--- src/rtl/fpu_mul_unpack_pkg.sv ---
// Shared constants and the decoded-operand record for the multiply-pipe operand unpacker.
package fpu_mul_unpack_pkg;

    localparam int DEXP_BIAS = 1023;
    localparam int SEXP_BIAS = 127;
    localparam int EXP_OUT_W = 13;

    localparam logic [10:0] DEXP_MAX = 11'h7ff;
    localparam logic [7:0]  SEXP_MAX = 8'hff;

    // Bit positions inside the flag vector of a decoded operand
    localparam int CLS_ZERO   = 0;
    localparam int CLS_DENORM = 1;
    localparam int CLS_INF    = 2;
    localparam int CLS_NAN    = 3;
    localparam int CLS_SNAN   = 4;
    localparam int CLS_W      = 5;

    typedef struct packed {
        logic                 sign;
        logic [EXP_OUT_W-1:0] exp;
        logic [5:0]           lz;
        logic [CLS_W-1:0]     cls;
    } unpack_t;

endpackage

--- src/rtl/fpu_lzc52.sv ---
// Combinational 52-bit leading-zero counter; an all-zero input reports 52.
module fpu_lzc52 (
    input  logic [51:0] vec_i,
    output logic [5:0]  cnt_o
);

    // Scanning upward lets the highest set bit be the last (winning) assignment.
    always_comb begin
        // NOTE: a default before the loop keeps every path assigned, so no latch is inferred.
        cnt_o = 6'd52;
        for (int i = 0; i < 52; i++) begin
            if (vec_i[i]) cnt_o = 6'(51 - i);
        end
    end

endmodule

--- src/rtl/fpu_mul_exp_unpack.sv ---
// Two-stage step-gated decoder: raw single/double operand to sign, class, unbiased exponent, denormal lz.
module fpu_mul_exp_unpack
    import fpu_mul_unpack_pkg::*;
(
    input  logic                 rclk,
    input  logic                 reset,
    input  logic                 step,
    input  logic                 in_vld,
    input  logic                 in_dbl,
    input  logic [63:0]          in_op,
    output logic                 in_rdy,
    output logic                 out_vld,
    output logic                 out_sign,
    output logic [EXP_OUT_W-1:0] out_exp,
    output logic [5:0]           out_lz,
    output logic                 out_zero,
    output logic                 out_denorm,
    output logic                 out_inf,
    output logic                 out_nan,
    output logic                 out_snan
);

    logic        u1_vld_q;
    logic        u1_dbl_q;
    logic [63:0] u1_op_q;

    logic        out_vld_q;
    unpack_t     out_q;
    unpack_t     out_d;

    assign in_rdy = step;

    // NOTE: sequential state uses non-blocking assignments so every register samples pre-edge values.
    always_ff @(posedge rclk) begin
        if (reset) begin
            u1_vld_q <= 1'b0;
            u1_dbl_q <= 1'b0;
            u1_op_q  <= '0;
        end else if (step) begin
            u1_vld_q <= in_vld;
            if (in_vld) begin
                u1_dbl_q <= in_dbl;
                u1_op_q  <= in_op;
            end
        end
    end

    // Single fractions are left-justified and padded with ones so the count stops at 22.
    logic [51:0] lzc_vec;
    logic [5:0]  lzc_cnt;

    assign lzc_vec = u1_dbl_q ? u1_op_q[51:0] : {u1_op_q[54:32], 29'h1fff_ffff};

    fpu_lzc52 u_lzc (
        .vec_i (lzc_vec),
        .cnt_o (lzc_cnt)
    );

    logic                 e_zero;
    logic                 e_max;
    logic                 f_nz;
    logic                 f_msb;
    logic [EXP_OUT_W-1:0] e_ext;
    logic [EXP_OUT_W-1:0] bias;

    always_comb begin
        if (u1_dbl_q) begin
            e_zero = (u1_op_q[62:52] == '0);
            e_max  = (u1_op_q[62:52] == DEXP_MAX);
            f_nz   = |u1_op_q[51:0];
            f_msb  = u1_op_q[51];
            e_ext  = {2'b00, u1_op_q[62:52]};
            bias   = EXP_OUT_W'(DEXP_BIAS);
        end else begin
            e_zero = (u1_op_q[62:55] == '0);
            e_max  = (u1_op_q[62:55] == SEXP_MAX);
            f_nz   = |u1_op_q[54:32];
            f_msb  = u1_op_q[54];
            e_ext  = {5'b00000, u1_op_q[62:55]};
            bias   = EXP_OUT_W'(SEXP_BIAS);
        end
    end

    always_comb begin
        out_d      = '0;
        out_d.sign = u1_op_q[63];
        if (e_zero && !f_nz) begin
            out_d.cls[CLS_ZERO] = 1'b1;
        end else if (e_zero) begin
            out_d.cls[CLS_DENORM] = 1'b1;
            out_d.lz              = lzc_cnt;
            out_d.exp             = EXP_OUT_W'(0) - bias - {7'b0, lzc_cnt};
        end else begin
            out_d.exp = e_ext - bias;
            if (e_max && !f_nz) begin
                out_d.cls[CLS_INF] = 1'b1;
            end else if (e_max) begin
                out_d.cls[CLS_NAN]  = 1'b1;
                out_d.cls[CLS_SNAN] = ~f_msb;
            end
        end
    end

    // NOTE: the output data registers are reset too, so a reset leaves every output at zero.
    always_ff @(posedge rclk) begin
        if (reset) begin
            out_vld_q <= 1'b0;
            out_q     <= '0;
        end else if (step) begin
            out_vld_q <= u1_vld_q;
            if (u1_vld_q) out_q <= out_d;
        end
    end

    assign out_vld    = out_vld_q;
    assign out_sign   = out_q.sign;
    assign out_exp    = out_q.exp;
    assign out_lz     = out_q.lz;
    assign out_zero   = out_q.cls[CLS_ZERO];
    assign out_denorm = out_q.cls[CLS_DENORM];
    assign out_inf    = out_q.cls[CLS_INF];
    assign out_nan    = out_q.cls[CLS_NAN];
    assign out_snan   = out_q.cls[CLS_SNAN];

endmodule
--- config.mk ---
export PLATFORM = sky130hd
export DESIGN_NAME = fpu_mul_exp_unpack
export DESIGN_NICKNAME = d
export VERILOG_FILES = /design/src/rtl/fpu_mul_unpack_pkg.sv /design/src/rtl/fpu_lzc52.sv /design/src/rtl/fpu_mul_exp_unpack.sv
export SDC_FILE = /design/constraint.sdc
export NUM_CORES = 1
export LEC_CHECK = 0
export ABC_AREA = 1
export CAP_MARGIN = 15
export CORE_AREA = 2 2 104 96
export DETAILED_ROUTE_END_ITERATION = 12
export DIE_AREA = 0 0 106 98
export GPL_TIMING_DRIVEN = 0
export PLACE_DENSITY_LB_ADDON = 0.15
export SLEW_MARGIN = 20
export SYNTH_ARGS = -nofsm -noshare
export SYNTH_HDL_FRONTEND = slang
export SYNTH_SLANG_ARGS = --single-unit
--- constraint.sdc ---
create_clock -name rclk -period 3.8 [get_ports rclk]
set_clock_uncertainty 0.05 [all_clocks]
set_input_delay 0.57 -clock rclk [delete_from_list [all_inputs] [get_ports rclk]]
set_output_delay 0.57 -clock rclk [all_outputs]
set_load 0.02 [all_outputs]
==> results of run 1 <==
==> layer usage <==
metal | vias to the layer above | share of wire, % | GRT usage, %
li1 | 2521 | - | -
met1 | 2286 | 47 | 35.2
met2 | 178 | 45 | 40.7
met3 | 22 | 6.5 | 4.34
met4 | 0 | 1.9 | 7.89
met5 | - | 0 | 0
==> flip-flops by register name, summed over array words and instances, names as in the netlist <==
signal,cells
u1_op_q,64
out_exp,13
out_lz,6
out_denorm,1
out_inf,1
out_nan,1
out_sign,1
out_snan,1
out_vld,1
out_zero,1
u1_dbl_q,1
u1_vld_q,1
==> cell usage in the layout, fill, tap and decap left out, types with 2 or more instances in the layout <==
cell type        synthesis  final
nand2_1                151    149
clkdlybuf4s50_1          0     94
dfxtp_1                 92     88
a21oi_1                 84     81
nor2_1                  63     61
o21ai_0                 57     57
inv_1                   56     54
o21ai_1                 36     36
clkbuf_1                25     25
nand3_1                 29     24
inv_2                   14     15
nor4_1                  11     11
nand4_1                 11     11
clkbuf_8                 0     10
nor3_1                   9      9
o21ai_2                  8      8
clkinv_1                 7      7
buf_2                    6      6
o211ai_1                 6      6
nand3_2                  0      5
buf_4                    1      5
inv_6                    0      5
a21oi_2                  1      4
buf_1                    4      4
dfxtp_2                  0      4
a31oi_1                  2      2
nor2_4                   0      2
nand2_2                  0      2
==> worst max-delay path by stage <==
| stage | cells past startpoint | end | startpoint | slack (ns) |
|---|---|---|---|---|
| CTS | 26 | out_exp[4]$_SDFFE_PP0P_ | u1_op_q[0]$_SDFFE_PP0P_ | 0.03 |
| floorplan | 26 | out_exp[4]$_SDFFE_PP0P_ | u1_op_q[0]$_SDFFE_PP0P_ | 0.77 |
| detailed placement | 26 | out_exp[4]$_SDFFE_PP0P_ | u1_op_q[0]$_SDFFE_PP0P_ | 0.11 |
| global placement | 25 | out_exp[10]$_SDFFE_PP0P_ | u1_op_q[0]$_SDFFE_PP0P_ | 0.14 |
| finish | 27 | out_exp[4]$_SDFFE_PP0P_ | u1_op_q[3]$_SDFFE_PP0P_ | -0.05 |
| global route | 26 | out_exp[4]$_SDFFE_PP0P_ | u1_op_q[0]$_SDFFE_PP0P_ | -0.31 |
==> worst reg2reg max path, stage by stage, from the launching register on <==
cell and delay, ns:
dfxtp_2 0.34, inv_2 0.06, o211ai_1 0.08, nand3_1 0.11
nand3_2 0.07, a211oi_2 0.22, nor3_1 0.07, o31ai_1 0.27
nand4_1 0.15, nand3_2 0.10, a311oi_2 0.09, o41ai_2 0.32
nand2_1 0.10, nand2_1 0.08, a21oi_2 0.05, nor2_1 0.10
nor2_1 0.05, nor2_1 0.12, nor2_1 0.05, o21bai_1 0.22
nand3_1 0.14, ha_2 0.24, ha_4 0.18, inv_4 0.07
nor2_1 0.05, o21ai_1 0.12, nand3_1 0.11, a21oi_1 0.16
==> cell type report <==
cell class	count	share of cell area, %
buffer	36	2.42
clock buffer	10	2.28
clock inverter	6	1.22
inverter	78	4.90
multi-input combinational	487	40.0
sequential	92	30.5
tap	126	2.61
timing repair buffer	98	16.1
==> where the power goes <==
part / total (mW) / internal, mW / switching (mW)
Clock: 0.708 / 0.334 / 0.374
Combinational: 0.579 / 0.243 / 0.336
Sequential: 1.06 / 1.02 / 0.0428
==> stage by stage <==
stage,setup slack (ns),utilization (%)
final,-0.0454,64.3
after global routing,-0.312,64.3
after CTS,0.0310,63.0
after detailed placement,0.108,60.7
after global placement,0.136,60.7
after floorplan,0.771,-
==> what timing repair did <==
action                     4_1_cts  5_1_grt
setup endpoints to repair        0       10
resized for setup                0       27
buffers inserted                 0        4
==> cells by family (layout without fill, tap and decap cells) <==
family                     Yosys count  in the layout
muxes                                1              1
AOI/OAI and AO/OA                  206            206
and+or+nand+nor                    276            276
xor gates and xnor gates             1              1
adders and majority gates            3              3
DFF                                 92             92
buffers and inverters              114            228
==> results.json, run 1 <==
{
  "outcome": "finished, violations left",
  "violations": "negative setup slack",
  "cts_hold_buf": 0,
  "syn2layout_area_growth_pct": 31.2,
  "grt_usage_pct": 25.5,
  "whs_ns": 0.419,
  "cts-buffers-inserted": 9,
  "fin_crit_ns": 3.85,
  "path_common_cell": "nor2_1",
  "synthMuxAreaShare_pct": 0.217,
  "hold_violations": 0,
  "first_pass_iters": 5,
  "io_buffers": 94,
  "clkTransAtPathRegs_ns": 0.10,
  "synth_fa_ha_area_share_pct": 0.814,
  "cts_tree": "yes",
  "cp_max_fo": 3,
  "synth_ff_type": "dfxtp_1",
  "yosys.area_share.xor_xnor_pct": 0.190,
  "rsz0062_at_grt": "true",
  "max_freq_ghz": 0.260,
  "async_reset_ff_share_pct": 0,
  "dieWidth_um": 106,
  "drt-total-wl_um": 13100,
  "grt-ovfl-total": 0,
  "synth_top_family_by_area": "simple AND/OR/NAND/NOR gates",
  "initial_core_util_pct": 49.0,
  "critPathTopFamily": "compound AO/OA/AOI/OAI gates",
  "grt_antenna_before_repair": 0,
  "dp_hpwl_um": 9950,
  "fin_cells": 933,
  "synth_seq_cells": 92,
  "yosysWarnings": 0,
  "dieArea_um2": 10400,
  "cp_slowest_cell": "dfxtp_2",
  "core_area_um2": 9400,
  "hold_end": "out_inf$_SDFFE_PP0P_",
  "power.ir.vdd_worst_mv": 0.215,
  "crit_path_end_kind": "flop",
  "drc": 0,
  "r2r_cells": 27,
  "place.gp.congestion": 0.903,
  "fill_cells": 912,
  "slew_violations": 0,
  "arrival_ns": 4.10,
  "place_area_um2": 5710,
  "synth.most_common_cell": "nand2_1",
  "synth.top_cells.by_count": "nand2_1, dfxtp_1, a21oi_1",
  "ioPinCount": 96,
  "clockBufferDepth": 2,
  "grt_pass1_wl_um": 21200,
  "hold_class": "flop to flop",
  "min_from": "out_inf$_SDFFE_PP0P_",
  "tns_ns": -0.0522,
  "syn_avg_cell_area_um2": 6.65,
  "wl_per_cell_um": 14.1,
  "hold_depth": 2,
  "grt_max_degree": 18,
  "maxCapViolCount": 0,
  "path_class": "flop to flop",
  "htree_num_levels": 3,
  "synthSimpleGateAreaFrac_pct": 24.8,
  "ant_nets": 0,
  "yosysTopAreaCell": "dfxtp_1",
  "row_count": 34,
  "worstReg2RegStart": "u1_op_q[3]$_SDFFE_PP0P_",
  "placed_cells": 913,
  "power.density_nw_per_um2": 388,
  "synth.net_count": 765,
  "cts_root_buffer": "clkbuf_8",
  "worst_pin_slew_ns": 0.872,
  "max_stage_delay_ns": 0.34,
  "period_share_pct": 101,
  "multiInputGateArea_um2": 2420,
  "drive_gt1_share_pct": 9.29,
  "startpoint_type": "flop",
  "ys_types": 37,
  "fin_ws_ns": -0.0454,
  "synth_compound_area_share_pct": 24.5,
  "total_power_mw": 2.35,
  "stdcell_area_um2": 6050,
  "num-nets-final": 874,
  "reg2reg_slack_ns": -0.05,
  "synth_area_leaders": "dfxtp_1, nand2_1, a21oi_1, o21ai_0, nor2_1",
  "via_per_inst": 5.37,
  "numClockSinks": 92,
  "antenna_cells": 0,
  "die_y_um": 98,
  "synth_top_area_share_pct": 40.0,
  "vias": 5007,
  "path_buf_inv": 2,
  "p_leak_nw": 2.38,
  "setup_viol": 3,
  "syn-cell-area_um2": 4610,
  "ff_latch_area_um2": 1850,
  "r2r_end": "out_exp[4]$_SDFFE_PP0P_",
  "required_ns": 4.05,
  "grt_pass1_vias": 4554,
  "seq_area_frac_synth_pct": 40.0,
  "clock_latency_ns": 0.37,
  "slew-limit-headroom_pct": 40.4,
  "synth_edf_count": 0,
  "synthCells": 693,
  "drt_iter0_drc": 294
}
Power figures use the tool's default switching activity.
==> run 2: changes to the inputs <==
--- a/config.mk
+++ b/config.mk
@@ -8,6 +8,7 @@
 export ABC_AREA = 1
 export CAP_MARGIN = 15
 export CORE_AREA = 2 2 104 96
+export CTS_CLUSTER_SIZE = 28
 export DETAILED_ROUTE_END_ITERATION = 12
 export DIE_AREA = 0 0 106 98
 export GPL_TIMING_DRIVEN = 0
==> results of run 2 <==
No change in the layout: final DEF, timing and power equal those of run 1.
==> run 3: changes to the inputs <==
--- a/config.mk
+++ b/config.mk
@@ -5,12 +5,11 @@
 export SDC_FILE = /design/constraint.sdc
 export NUM_CORES = 1
 export LEC_CHECK = 0
-export ABC_AREA = 1
 export CAP_MARGIN = 15
-export CORE_AREA = 2 2 104 96
+export CORE_AREA = 2 2 106 98
 export CTS_CLUSTER_SIZE = 28
 export DETAILED_ROUTE_END_ITERATION = 12
-export DIE_AREA = 0 0 106 98
+export DIE_AREA = 0 0 108 100
 export GPL_TIMING_DRIVEN = 0
 export PLACE_DENSITY_LB_ADDON = 0.15
 export SLEW_MARGIN = 20
==> results.json, run 3 <==
{
  "r2r_end": "out_exp[6]$_SDFFE_PP0P_",
  "multiInputGateArea_um2": 2800,
  "yosysTopAreaCell": "dfxtp_1",
  "path_buf_inv": 0,
  "yosysWarnings": 0,
  "largest-register": "u1_op_q",
  "io_buffers": 94,
  "numClockSinks": 92,
  "final_common_cell": "nand2_1",
  "required_ns": 4.01,
  "final_cell_mix": "nand2_1, a21oi_1, clkdlybuf4s50_1, dfxtp_1, nor2_1",
  "drt-total-wl_um": 14400,
  "place.gp.congestion": 0.958,
  "ioPinCount": 96,
  "min_from": "out_lz[1]$_SDFFE_PP0P_",
  "placed_cells": 877,
  "cts-buffers-inserted": 9,
  "post-cts-setup-buffer-count": 0,
  "p_leak_nw": 2.16,
  "synth.top_cells.by_count": "nand2_1, a21oi_1, dfxtp_1",
  "fin_cells": 893,
  "seq_area_frac_synth_pct": 37.4,
  "worst_pin_slew_ns": 0.622,
  "fin_crit_ns": 3.29,
  "core_area_um2": 9850,
  "setup_viol": 0,
  "synth_area_leaders": "dfxtp_1, nand2_1, a21oi_1, nor2_1, nor3_1",
  "initial_core_util_pct": 50.0,
  "grt_max_degree": 15,
  "hold_end": "out_lz[1]$_SDFFE_PP0P_",
  "hold_violations": 0,
  "r2r_cells": 12,
  "path_common_cell": "a21oi_1",
  "hold_depth": 2,
  "ant_nets": 0,
  "async_reset_ff_share_pct": 0,
  "fill_cells": 916,
  "arrival_ns": 3.50,
  "drive_gt1_share_pct": 7.07,
  "reg2reg_slack_ns": 0.51,
  "critPathTopFamily": "compound AO/OA/AOI/OAI gates",
  "drt_iter0_drc": 302,
  "synth.most_common_cell": "nand2_1",
  "cts_hold_buf": 0,
  "grt_usage_pct": 27.3,
  "hold_class": "flop to flop",
  "syn2layout_area_growth_pct": 26.3,
  "startpoint_type": "flop",
  "synth_edf_count": 0,
  "via_per_inst": 5.69,
  "max_freq_ghz": 0.304,
  "clkTransAtPathRegs_ns": 0.09,
  "die_y_um": 100,
  "grt-ovfl-total": 0,
  "cp_slowest_cell": "or4_4",
  "power.density_nw_per_um2": 360,
  "ff_latch_area_um2": 1840,
  "slew_violations": 0,
  "synth_seq_cells": 92,
  "dieWidth_um": 108,
  "clockBufferDepth": 2,
  "synth_ff_type": "dfxtp_1",
  "worstReg2RegStart": "u1_op_q[4]$_SDFFE_PP0P_",
  "largest_reg_flops": 64,
  "synthCells": 654,
  "outcome": "finished clean",
  "first_pass_iters": 5,
  "period_share_pct": 86.6,
  "syn_avg_cell_area_um2": 7.53,
  "drc": 0,
  "syn-cell-area_um2": 4920,
  "row_count": 35,
  "cts_resized": 0,
  "tns_ns": 0,
  "slew-limit-headroom_pct": 58.0,
  "power.ir.vdd_worst_mv": 0.294,
  "grt_pass1_wl_um": 23300,
  "grt_antenna_before_repair": 0,
  "ys_types": 74,
  "vias": 5078,
  "num-nets-final": 831,
  "maxCapViolCount": 0,
  "antenna_cells": 0,
  "cts_root_buffer": "clkbuf_8",
  "crit_chain": "or4_4, o2111ai_1, a21oi_1, o21ai_0, a21oi_1, a221oi_1, ha_1, ha_1, nand2b_1, a21oi_1, a2bb2oi_1, nor2_1",
  "dp_hpwl_um": 10900,
  "path_class": "flop to flop",
  "synth.net_count": 726,
  "synth_top_area_share_pct": 37.4,
  "grt_pass1_vias": 4811,
  "rsz0062_at_grt": "false",
  "crit_path_end_kind": "flop",
  "clock_latency_ns": 0.38,
  "htree_num_levels": 3,
  "cts_tree": "yes",
  "cp_max_fo": 5,
  "dieArea_um2": 10800,
  "wl_per_cell_um": 16.1,
  "max_stage_delay_ns": 0.58
}
-- run 3: final cells by class --
class	count	share of cell area [%]
multi-input combinational	504	45.0
sequential	92	29.6
timing repair buffer	94	15.1
buffer	42	3.58
tap	129	2.60
clock buffer	12	2.33
inverter	16	0.966
clock inverter	4	0.785
-- run 3: cell families after synthesis --
logic type                 after synthesis  share of synthesized area, %
buffers and inverters                   58                          5.74
and+or+nand+nor                        305                          29.5
muxes                                    8                          1.86
DFF                                     92                          37.4
xor gates and xnor gates                 9                          1.60
AOI/OAI and AO/OA                      179                          23.1
adders and majority gates                3                         0.762
-- run 3: per-stage QoR --
stage	hold slack, ns	worst slack, ns	total power [mW]	util, %	instance area [um^2]
floorplan	0.382	1.21	1.39	-	4920
CTS	0.409	0.571	2.24	63.1	6220
global route	0.432	0.388	2.34	63.1	6220
global placement	0.396	0.640	1.57	61.2	6030
detailed placement	0.396	0.635	1.58	61.2	6030
finish	0.407	0.508	2.24	63.1	6220
-- run 3: routing by layer --
metal	part of all wire (%)	global-route usage [%]	up-vias
li1	-	-	2529
met1	46	35.3	2382
met2	47	45.8	144
met3	6.1	6.17	23
met4	1.5	7.99	0
met5	0	0	-
-- run 3: worst reg2reg max path, stage by stage, from the launching register on --
cell and delay, ns:
dfxtp_1 0.36, or4_4 0.58, o2111ai_1 0.28, a21oi_1 0.11, o21ai_0 0.16, a21oi_1 0.10, a221oi_1 0.50, ha_1 0.29
ha_1 0.19, nand2b_1 0.12, a21oi_1 0.18, a2bb2oi_1 0.18, nor2_1 0.06
-- run 3: worst max-delay path by stage --
stage	cells after the start	endpoint	slack, ns	startpoint
finish	12	out_exp[6]$_SDFFE_PP0P_	0.51	u1_op_q[4]$_SDFFE_PP0P_
global route	12	out_exp[6]$_SDFFE_PP0P_	0.39	u1_op_q[4]$_SDFFE_PP0P_
CTS	12	out_exp[6]$_SDFFE_PP0P_	0.57	u1_op_q[4]$_SDFFE_PP0P_
detailed placement	12	out_exp[6]$_SDFFE_PP0P_	0.64	u1_op_q[4]$_SDFFE_PP0P_
global placement	12	out_exp[6]$_SDFFE_PP0P_	0.64	u1_op_q[4]$_SDFFE_PP0P_
floorplan	13	out_exp[10]$_SDFFE_PP0P_	1.21	u1_dbl_q$_SDFFE_PP0P_
-- run 3: report_power, final --
part / switching [mW] / internal, mW / total [mW]
Clock: 0.347 / 0.322 / 0.669
Sequential: 0.0481 / 1.00 / 1.05
Combinational: 0.283 / 0.233 / 0.516
